**src/rtl/ac97_frame_transmitter.sv**
```systemverilog
// AC'97 output frame serializer.
// A free-running 8-bit frame counter walks the 256-bit frame.  Samples and the
// pending codec command are snapshotted into shadow registers at the end of
// the strobe cycle, so the frame on the wire never changes mid-transmission.
// All outputs are registered and computed one cycle ahead from bit_pos_d.
module ac97_frame_transmitter #(
    parameter int SAMPLE_WIDTH = 20
) (
    input  logic                    I_BITCLK,
    input  logic                    I_RESET,
    input  logic [SAMPLE_WIDTH-1:0] I_LEFT_SAMPLE,
    input  logic [SAMPLE_WIDTH-1:0] I_RIGHT_SAMPLE,
    input  logic                    I_CMD_VALID,
    input  logic                    I_CMD_READ,
    input  logic [6:0]              I_CMD_ADDR,
    input  logic [15:0]             I_CMD_DATA,
    output logic                    O_CMD_READY,
    output logic                    O_STROBE,
    output logic                    O_SYNC,
    output logic                    O_SDATA_OUT
);

    logic [7:0]  bit_pos_q, bit_pos_d;
    logic        strobe_q, strobe_d;
    logic        sync_q, sync_d;
    logic        sdata_q, sdata_d;

    // frame shadows (what the current frame transmits)
    logic [19:0] left_q, right_q;
    logic        cmd_vld_q, cmd_rd_q;
    logic [6:0]  cmd_addr_q;
    logic [15:0] cmd_data_q;

    // accepted command waiting for the next capture
    logic        pend_q, pend_d;
    logic        hold_rd_q;
    logic [6:0]  hold_addr_q;
    logic [15:0] hold_data_q;

    logic        accept;
    logic        capture;
    logic [19:0] left_just, right_just;
    logic [19:0] slot1, slot2;
    logic [4:0]  slot_idx;

    assign O_CMD_READY = ~pend_q;
    assign O_STROBE    = strobe_q;
    assign O_SYNC      = sync_q;
    assign O_SDATA_OUT = sdata_q;

    // Next-state: counter, handshake, and the frame bit for the next cycle
    always_comb begin
        bit_pos_d  = bit_pos_q + 8'd1;
        strobe_d   = (bit_pos_d == 8'd255);
        sync_d     = (bit_pos_d < 8'd16);
        capture    = (bit_pos_q == 8'd255);
        accept     = I_CMD_VALID & ~pend_q;

        pend_d = pend_q;
        if (capture) pend_d = 1'b0;
        if (accept)  pend_d = 1'b1;

        left_just  = '0;
        right_just = '0;
        left_just[19 -: SAMPLE_WIDTH]  = I_LEFT_SAMPLE;
        right_just[19 -: SAMPLE_WIDTH] = I_RIGHT_SAMPLE;

        slot1 = cmd_vld_q ? {cmd_rd_q, cmd_addr_q, 12'h000} : 20'h00000;
        slot2 = (cmd_vld_q & ~cmd_rd_q) ? {cmd_data_q, 4'h0} : 20'h00000;

        // Shadows only change on the 255->0 edge, where the next bit is the
        // constant frame-valid tag, so reading the _q shadows here is safe.
        slot_idx = 5'd0;
        sdata_d  = 1'b0;
        if (bit_pos_d == 8'd0) begin
            sdata_d = 1'b1;
        end else if (bit_pos_d == 8'd1 || bit_pos_d == 8'd2) begin
            sdata_d = cmd_vld_q;
        end else if (bit_pos_d == 8'd3 || bit_pos_d == 8'd4) begin
            sdata_d = 1'b1;
        end else if (bit_pos_d >= 8'd16 && bit_pos_d <= 8'd35) begin
            slot_idx = 5'(8'd35 - bit_pos_d);
            sdata_d  = slot1[slot_idx];
        end else if (bit_pos_d >= 8'd36 && bit_pos_d <= 8'd55) begin
            slot_idx = 5'(8'd55 - bit_pos_d);
            sdata_d  = slot2[slot_idx];
        end else if (bit_pos_d >= 8'd56 && bit_pos_d <= 8'd75) begin
            slot_idx = 5'(8'd75 - bit_pos_d);
            sdata_d  = left_q[slot_idx];
        end else if (bit_pos_d >= 8'd76 && bit_pos_d <= 8'd95) begin
            slot_idx = 5'(8'd95 - bit_pos_d);
            sdata_d  = right_q[slot_idx];
        end
    end

    // Frame counter and registered pin outputs
    always_ff @(posedge I_BITCLK) begin
        if (I_RESET) begin
            bit_pos_q <= 8'd254;
            strobe_q  <= 1'b0;
            sync_q    <= 1'b0;
            sdata_q   <= 1'b0;
        end else begin
            bit_pos_q <= bit_pos_d;
            strobe_q  <= strobe_d;
            sync_q    <= sync_d;
            sdata_q   <= sdata_d;
        end
    end

    // Command holding register and frame shadows
    always_ff @(posedge I_BITCLK) begin
        if (I_RESET) begin
            pend_q      <= 1'b0;
            hold_rd_q   <= 1'b0;
            hold_addr_q <= '0;
            hold_data_q <= '0;
            left_q      <= '0;
            right_q     <= '0;
            cmd_vld_q   <= 1'b0;
            cmd_rd_q    <= 1'b0;
            cmd_addr_q  <= '0;
            cmd_data_q  <= '0;
        end else begin
            pend_q <= pend_d;
            if (accept) begin
                hold_rd_q   <= I_CMD_READ;
                hold_addr_q <= I_CMD_ADDR;
                hold_data_q <= I_CMD_DATA;
            end
            if (capture) begin
                left_q    <= left_just;
                right_q   <= right_just;
                cmd_vld_q <= pend_q;
                if (pend_q) begin
                    cmd_rd_q   <= hold_rd_q;
                    cmd_addr_q <= hold_addr_q;
                    cmd_data_q <= hold_data_q;
                end
            end
        end
    end

endmodule
```
**config.mk**
```make
export PLATFORM = sky130hd
export DESIGN_NAME = ac97_frame_transmitter
export DESIGN_NICKNAME = d
export VERILOG_FILES = /design/src/rtl/ac97_frame_transmitter.sv
export SDC_FILE = /design/constraint.sdc
export NUM_CORES = 1
export LEC_CHECK = 0
export CAP_MARGIN = 25
export CORE_MARGIN = 2
export CORE_UTILIZATION = 35
export CTS_CLUSTER_SIZE = 14
export DETAILED_ROUTE_END_ITERATION = 16
export SYNTH_ARGS = -nofsm -noshare
export SYNTH_HDL_FRONTEND = slang
export SYNTH_SLANG_ARGS = --single-unit
```
**constraint.sdc**
```tcl
create_clock -name I_BITCLK -period 3.5 [get_ports I_BITCLK]
set_input_delay 0.7 -clock I_BITCLK [delete_from_list [all_inputs] [get_ports I_BITCLK]]
set_output_delay 0.7 -clock I_BITCLK [all_outputs]
set_load 0.03 [all_outputs]
```
# == Yosys cells after proc, flatten, opt, wreduce, memory -nomap -nowiden ==
# Index checks and enable logic that the tools add are counted.
# op_classes
magnitude_cmp,13
bitwise_logic,4
addsub,5
mux,19
eq_ne,6
n_reduce_logical,9
# ops
op,n
two-way mux 20 bit,2
"< comparator 5 x 6 -> 1 bit, second input constant",4
binary-select mux 1 bit (select 5 bit),4
"equality test 8 x 2 -> 1 bit, second input constant",2
"equality test 8 bit, second input constant",2
">= comparator 8 x 6 -> 1 bit, second input constant",2
"less-or-equal comparator 8 x 6 -> 1 bit, second input constant",2
"less-or-equal comparator 8 x 7 -> 1 bit, second input constant",2
two-way mux 1 bit,13
"subtractor 5 bit, first input constant",2
"adder 8 x 1 -> 8 bit, second input constant",1
"equality test 8 x 1 -> 1 bit, second input constant",1
"equality test 8 x 3 -> 1 bit, second input constant",1
">= comparator 8 x 5 -> 1 bit, second input constant",1
">= comparator 8 x 7 -> 1 bit, second input constant",1
logical NOT 8 bit,1
"< comparator 8 x 5 -> 1 bit, second input constant",1
"subtractor 2 x 5 -> 5 bit, first input constant",1
"subtractor 4 x 5 -> 5 bit, first input constant",1
logical AND 1 bit,4
bitwise AND 1 bit,2
logical OR 1 bit,2
inverter 1 bit,2
AND reduction 2 bit,1
nonzero test 2 bit,1
# word_totals
out_inout_bits,4
inputBits,67
elab_cells,70
register_bits,101

# == Depth between registers and ports, before layout ==
# depth
ltp_word,11
ltp_mapped,13
depth_no_buf,12

# == Worst setup path after synthesis ==
# OpenSTA, ideal clock, no wires.
# synth_timing
path_kind,register to register
from,reg bit_pos_q[0]
to,reg sdata_q (netlist: O_SDATA_OUT)
synth_period_minus_slack_ns,3.015
setup_time_ns,0.137
n_path_buf,3
t_arrival_ns,2.878
required_time_ns,3.363
path_stages_with_launch,13
setup_slack_ns,0.485
path_cell_list,dfxtp_1 > buf_4 > buf_4 > inv_1 > ha_1 > clkbuf_1 > mux4_2 > mux2_2 > o22ai_1 > a311oi_1 > mux2_4 > a211oi_2 > a2111oi_2
# synth_between
elab_chain_cells,11
elab_cells_between_ends,39
classes_between,5 x add/sub; 8 x order compare; 4 x eq/ne; 15 x mux; 7 x reduce/logical
# synth_rtl
element,line,text
"start, declared",23,"logic [7:0] bit_pos_q, bit_pos_d;"
"start signal, assigned",104,bit_pos_q <= bit_pos_d;
adder 8 x 1 -> 8 bit *,53,bit_pos_d = bit_pos_q + 8'd1;
via bit_pos_d[0],23,
subtractor 5 bit,91,slot_idx = 5'(8'd95 - bit_pos_d);
binary-select mux 1 bit (select 5 bit),92,sdata_d = right_q[slot_idx];
two-way mux 1 bit (implied by the code),92,
two-way mux 1 bit,90,end else if (bit_pos_d >= 8'd76 && bit_pos_d <= 8'd95) begin
two-way mux 1 bit,87,end else if (bit_pos_d >= 8'd56 && bit_pos_d <= 8'd75) begin
two-way mux 1 bit,84,end else if (bit_pos_d >= 8'd36 && bit_pos_d <= 8'd55) begin
two-way mux 1 bit,81,end else if (bit_pos_d >= 8'd16 && bit_pos_d <= 8'd35) begin
two-way mux 1 bit,79,end else if (bit_pos_d == 8'd3 || bit_pos_d == 8'd4) begin
two-way mux 1 bit,77,end else if (bit_pos_d == 8'd1 || bit_pos_d == 8'd2) begin
two-way mux 1 bit *,75,if (bit_pos_d == 8'd0) begin
"end signal, assigned",107,sdata_q <= sdata_d;
"end, declared",26,"logic sdata_q, sdata_d;"
# Mark *: on every way through the listed nets, which the timed path passes. The rest lies on a longest branch. The select of a mux whose other input is x is not followed.
# A chain may end at the register's enable or synchronous reset.

# == Worst setup path in the final report ==
# Ends and elaborated chain as after synthesis.

==> reports/qor.csv <==
stage,metric,value,unit
worst_setup_path,crit_arrival,3.43,ns
worst_setup_path,r2r_start,bit_pos_q[0]$_SDFF_PP0_,
worst_setup_path,r2r_end,O_SDATA_OUT$_SDFF_PP0_,
layout,multi_input_area,2470,um^2
layout,nets,688,
timing,timing_hold_violations_final,0,
logic_synthesis,synth_nets,631,
drt,vias_per_cell,4.91,
timing,drv_slew,0,
die,die_x,120,um
worst_setup_path,cp_num_buf_inv,2,
power,power_density,508,nW/um^2
drt,wirelength,10900,um
worst_hold_path,min_path_cells,2,
drt,dr.pass1.iters,4,
layout,postLayoutCellArea,5870,um^2
place,place_congestion,0.896,
worst_setup_path,worst-r2r-cell-count,11,
drt,vias,3887,
power,ir_worst_vdd,0.243,mV
place,hpwl,7870,um
worst_setup_path,r2r_slack,0.32,ns
drt,ant_nets,0,
logic_synthesis,synth_flop_cell,dfxtp_1,
global_routing,grt_pass1_vias,3831,
layout,drive_gt1_frac,0.107,
cts,insertion_delay,0.35,ns
power,p_leak,2.13,nW
die,rows,42,
layout,seq_area,2020,um^2
timing,period_minus_slack,3.18,ns
global_routing,use_met1,0.213,
drt,wire_per_inst,13.7,um
global_routing,grt_use_met2,0.252,
place,numPortBuffers,70,
layout,layout_common_cells,"187 x nand2_1, 101 x dfxtp_1, 93 x a21oi_1",
timing,fin_crit_sh,0.909,
worst_hold_path,min-delay-path-class,register to register,
place,place_area,5560,um^2
logic_synthesis,yosysSeqAreaShare,0.430,
worst_setup_path,cp_top_family,XOR/XNOR gates,
drt,drt-initial-drc-count,192,
global_routing,grt_usage,0.159,
drt,drc,0,
cts,clk_pin_slew,0.07,ns
timing,setup_tns,0,ns
cts,cts_buffer_depth,2,
layout,n_antenna_cell,0,
logic_synthesis,yosys_warnings,0,
die,die_area,14400,um^2
worst_setup_path,worstPathMaxFanout,8,
outcome,status,"complete, no violations",
logic_synthesis,synth_largest_area_cell,dfxtp_1,
cts,htree_levels,3,
logic_synthesis,syn_inst,553,
worst_setup_path,required,3.75,ns
logic_synthesis,async_reset_ff_frac,0,
die,start_util,0.356,
logic_synthesis,synth_edf_count,0,
global_routing,antenna_found_initial,0,
layout,nFillCells,1299,
power,p_total,2.98,mW
timing,setup_violations,0,
cts,cts_tree,yes,
worst_setup_path,start_kind,register,
cts,ctsHoldBuffers,0,
logic_synthesis,synth_cell_type_count,67,
die,die_y,120,um
cts,cts.sinks,101,
worst_setup_path,critical_path_class,register to register,
worst_setup_path,crit_path_max_incr_delay,0.47,ns
timing,rsz0062_at_grt,no,
cts,postCtsSetupBuffers,0,
timing,skew,0.00929,ns
global_routing,overflow,0,
logic_synthesis,synth_top_area_share,0.430,
global_routing,met3_usage,0.0285,
die,ioPinCount,71,
cts,root_buffer,clkbuf_16,
cts,ctsResizeCount,0,
place,dpl_worst_slack,0.379,ns
die,core_area,13200,um^2
logic_synthesis,ys_ff_latch,101,
worst_hold_path,hold_start,hold_data_q[11]$_SDFFE_PP0P_,
job,drv_cap,0,
layout,syn2layout_area_growth,24.9,%
cts,numCtsBuffers,9,
timing,worstMarginPinSlew,0.817,ns
logic_synthesis,syn-cell-area,4700,um^2
global_routing,grt-busiest-layer,met2,
logic_synthesis,yosys-top-cells-area,"dfxtp_1 43%, nand2_1 15%, a21oi_1 9.9%",
timing,finalWorstSetupSlack,0.318,ns
worst_setup_path,worst_path_max_delay_cell,dfxtp_1,
timing,fmax,314,MHz
layout,final_common_cell,nand2_1,
global_routing,grt_pass1_wl,18400,um
logic_synthesis,syn-mean-instance-area,8.49,um^2
global_routing,grt_max_degree,42,
worst_setup_path,crit_chain,buf_4 -> nand3_2 -> xnor2_2 -> inv_1 -> ha_1 -> xor3_1 -> mux2i_1 -> o2111ai_1 -> o211ai_1 -> a21oi_1 -> a2111oi_2,
worst_setup_path,endpoint_kind,register,
worst_hold_path,hold_path_end,cmd_data_q[11]$_SDFFE_PP0P_,
timing,relSlewSlack,0.454,
[how the worst max path moves through the flow]
stage	slack (ns)	start	depth (start not counted)	end
after floorplan	0.49	bit_pos_q[0]$_SDFF_PP0_	12	O_SDATA_OUT$_SDFF_PP0_
after global placement	0.47	bit_pos_q[0]$_SDFF_PP0_	11	O_SDATA_OUT$_SDFF_PP0_
after detailed placement	0.38	bit_pos_q[0]$_SDFF_PP0_	11	O_SDATA_OUT$_SDFF_PP0_
after CTS	0.34	bit_pos_q[0]$_SDFF_PP0_	11	O_SDATA_OUT$_SDFF_PP0_
after global routing	0.06	bit_pos_q[0]$_SDFF_PP0_	11	O_SDATA_OUT$_SDFF_PP0_
final	0.32	bit_pos_q[0]$_SDFF_PP0_	11	O_SDATA_OUT$_SDFF_PP0_
[per-stage QoR]
step	hold WS, ns	std cells	utilization
5_1_grt	0.468	791	0.445
4_1_cts	0.455	791	0.445
3_3_place_gp	0.440	775	0.421
6_report	0.452	791	0.445
3_5_place_dp	0.447	775	0.421
2_1_floorplan	0.432	553	-
[layout make-up]
cell class              instances  share of cell area
flip-flops and latches        101               0.345
clock inverters                 4             0.00896
repair buffers                 85               0.138
inverters                       8             0.00554
well taps                     176              0.0375
clock buffers                  12              0.0437
multi-input cells             405               0.422
[flip-flops by register name, summed over array words and instances, names as in the netlist, 7 cells and up]
signal and flops:
hold_data_q 16, left_q 20, right_q 20, cmd_addr_q 7, cmd_data_q 16, bit_pos_q 8
hold_addr_q 7
[cell families (layout without fill, tap and decap cells)]
kind of cell             Yosys count  in the layout  synth area share
flip-flops                       101            101             0.430
AO/OA/AOI/OAI                    121            121             0.150
AND/OR/NAND/NOR                  242            242             0.225
XOR/XNOR                           6              6            0.0269
buffers and inverters             47            109            0.0426
adder cells (fa/ha/maj)           11             11            0.0293
multiplexers                      25             25            0.0956
[cells in the mapped netlist (all sizes together), types with 3 or more instances]
cell type,count
a21boi,3
a21oi,93
and3,5
buf,8
clkbuf,31
dfxtp,101
ha,11
inv,8
mux2,7
mux2i,4
mux4,14
nand2,187
nand2b,3
nand3,6
nand4,3
nor2,11
nor3,4
nor4,4
o21ai,3
or3,5
[tightest hold or removal path: cells and delay by family, from the launching register on]
| family | cells | cell delay (ns) |
|---|---|---|
| AOI/OAI and AO/OA | 1 | 0.05 |
| DFF | 1 | 0.31 |
| and+or+nand+nor | 1 | 0.05 |
[report_power, final]
group / internal [mW] / total (mW) / switching (mW)
clock: 0.598 / 1.04 / 0.439
combinational: 0.313 / 0.672 / 0.359
sequential: 1.22 / 1.27 / 0.0518
total: 2.13 / 2.98 / 0.850
[routing by layer]
| metal | share of wire | wire length [um] | vias to the layer above |
|---|---|---|---|
| met5 | 0 | 0 | - |
| met4 | 0.023 | 247 | 0 |
| met3 | 0.044 | 475 | 14 |
| met2 | 0.45 | 4930 | 68 |
| met1 | 0.48 | 5200 | 1798 |
| li1 | - | - | 2007 |
(Power assumes the default switching activity.)
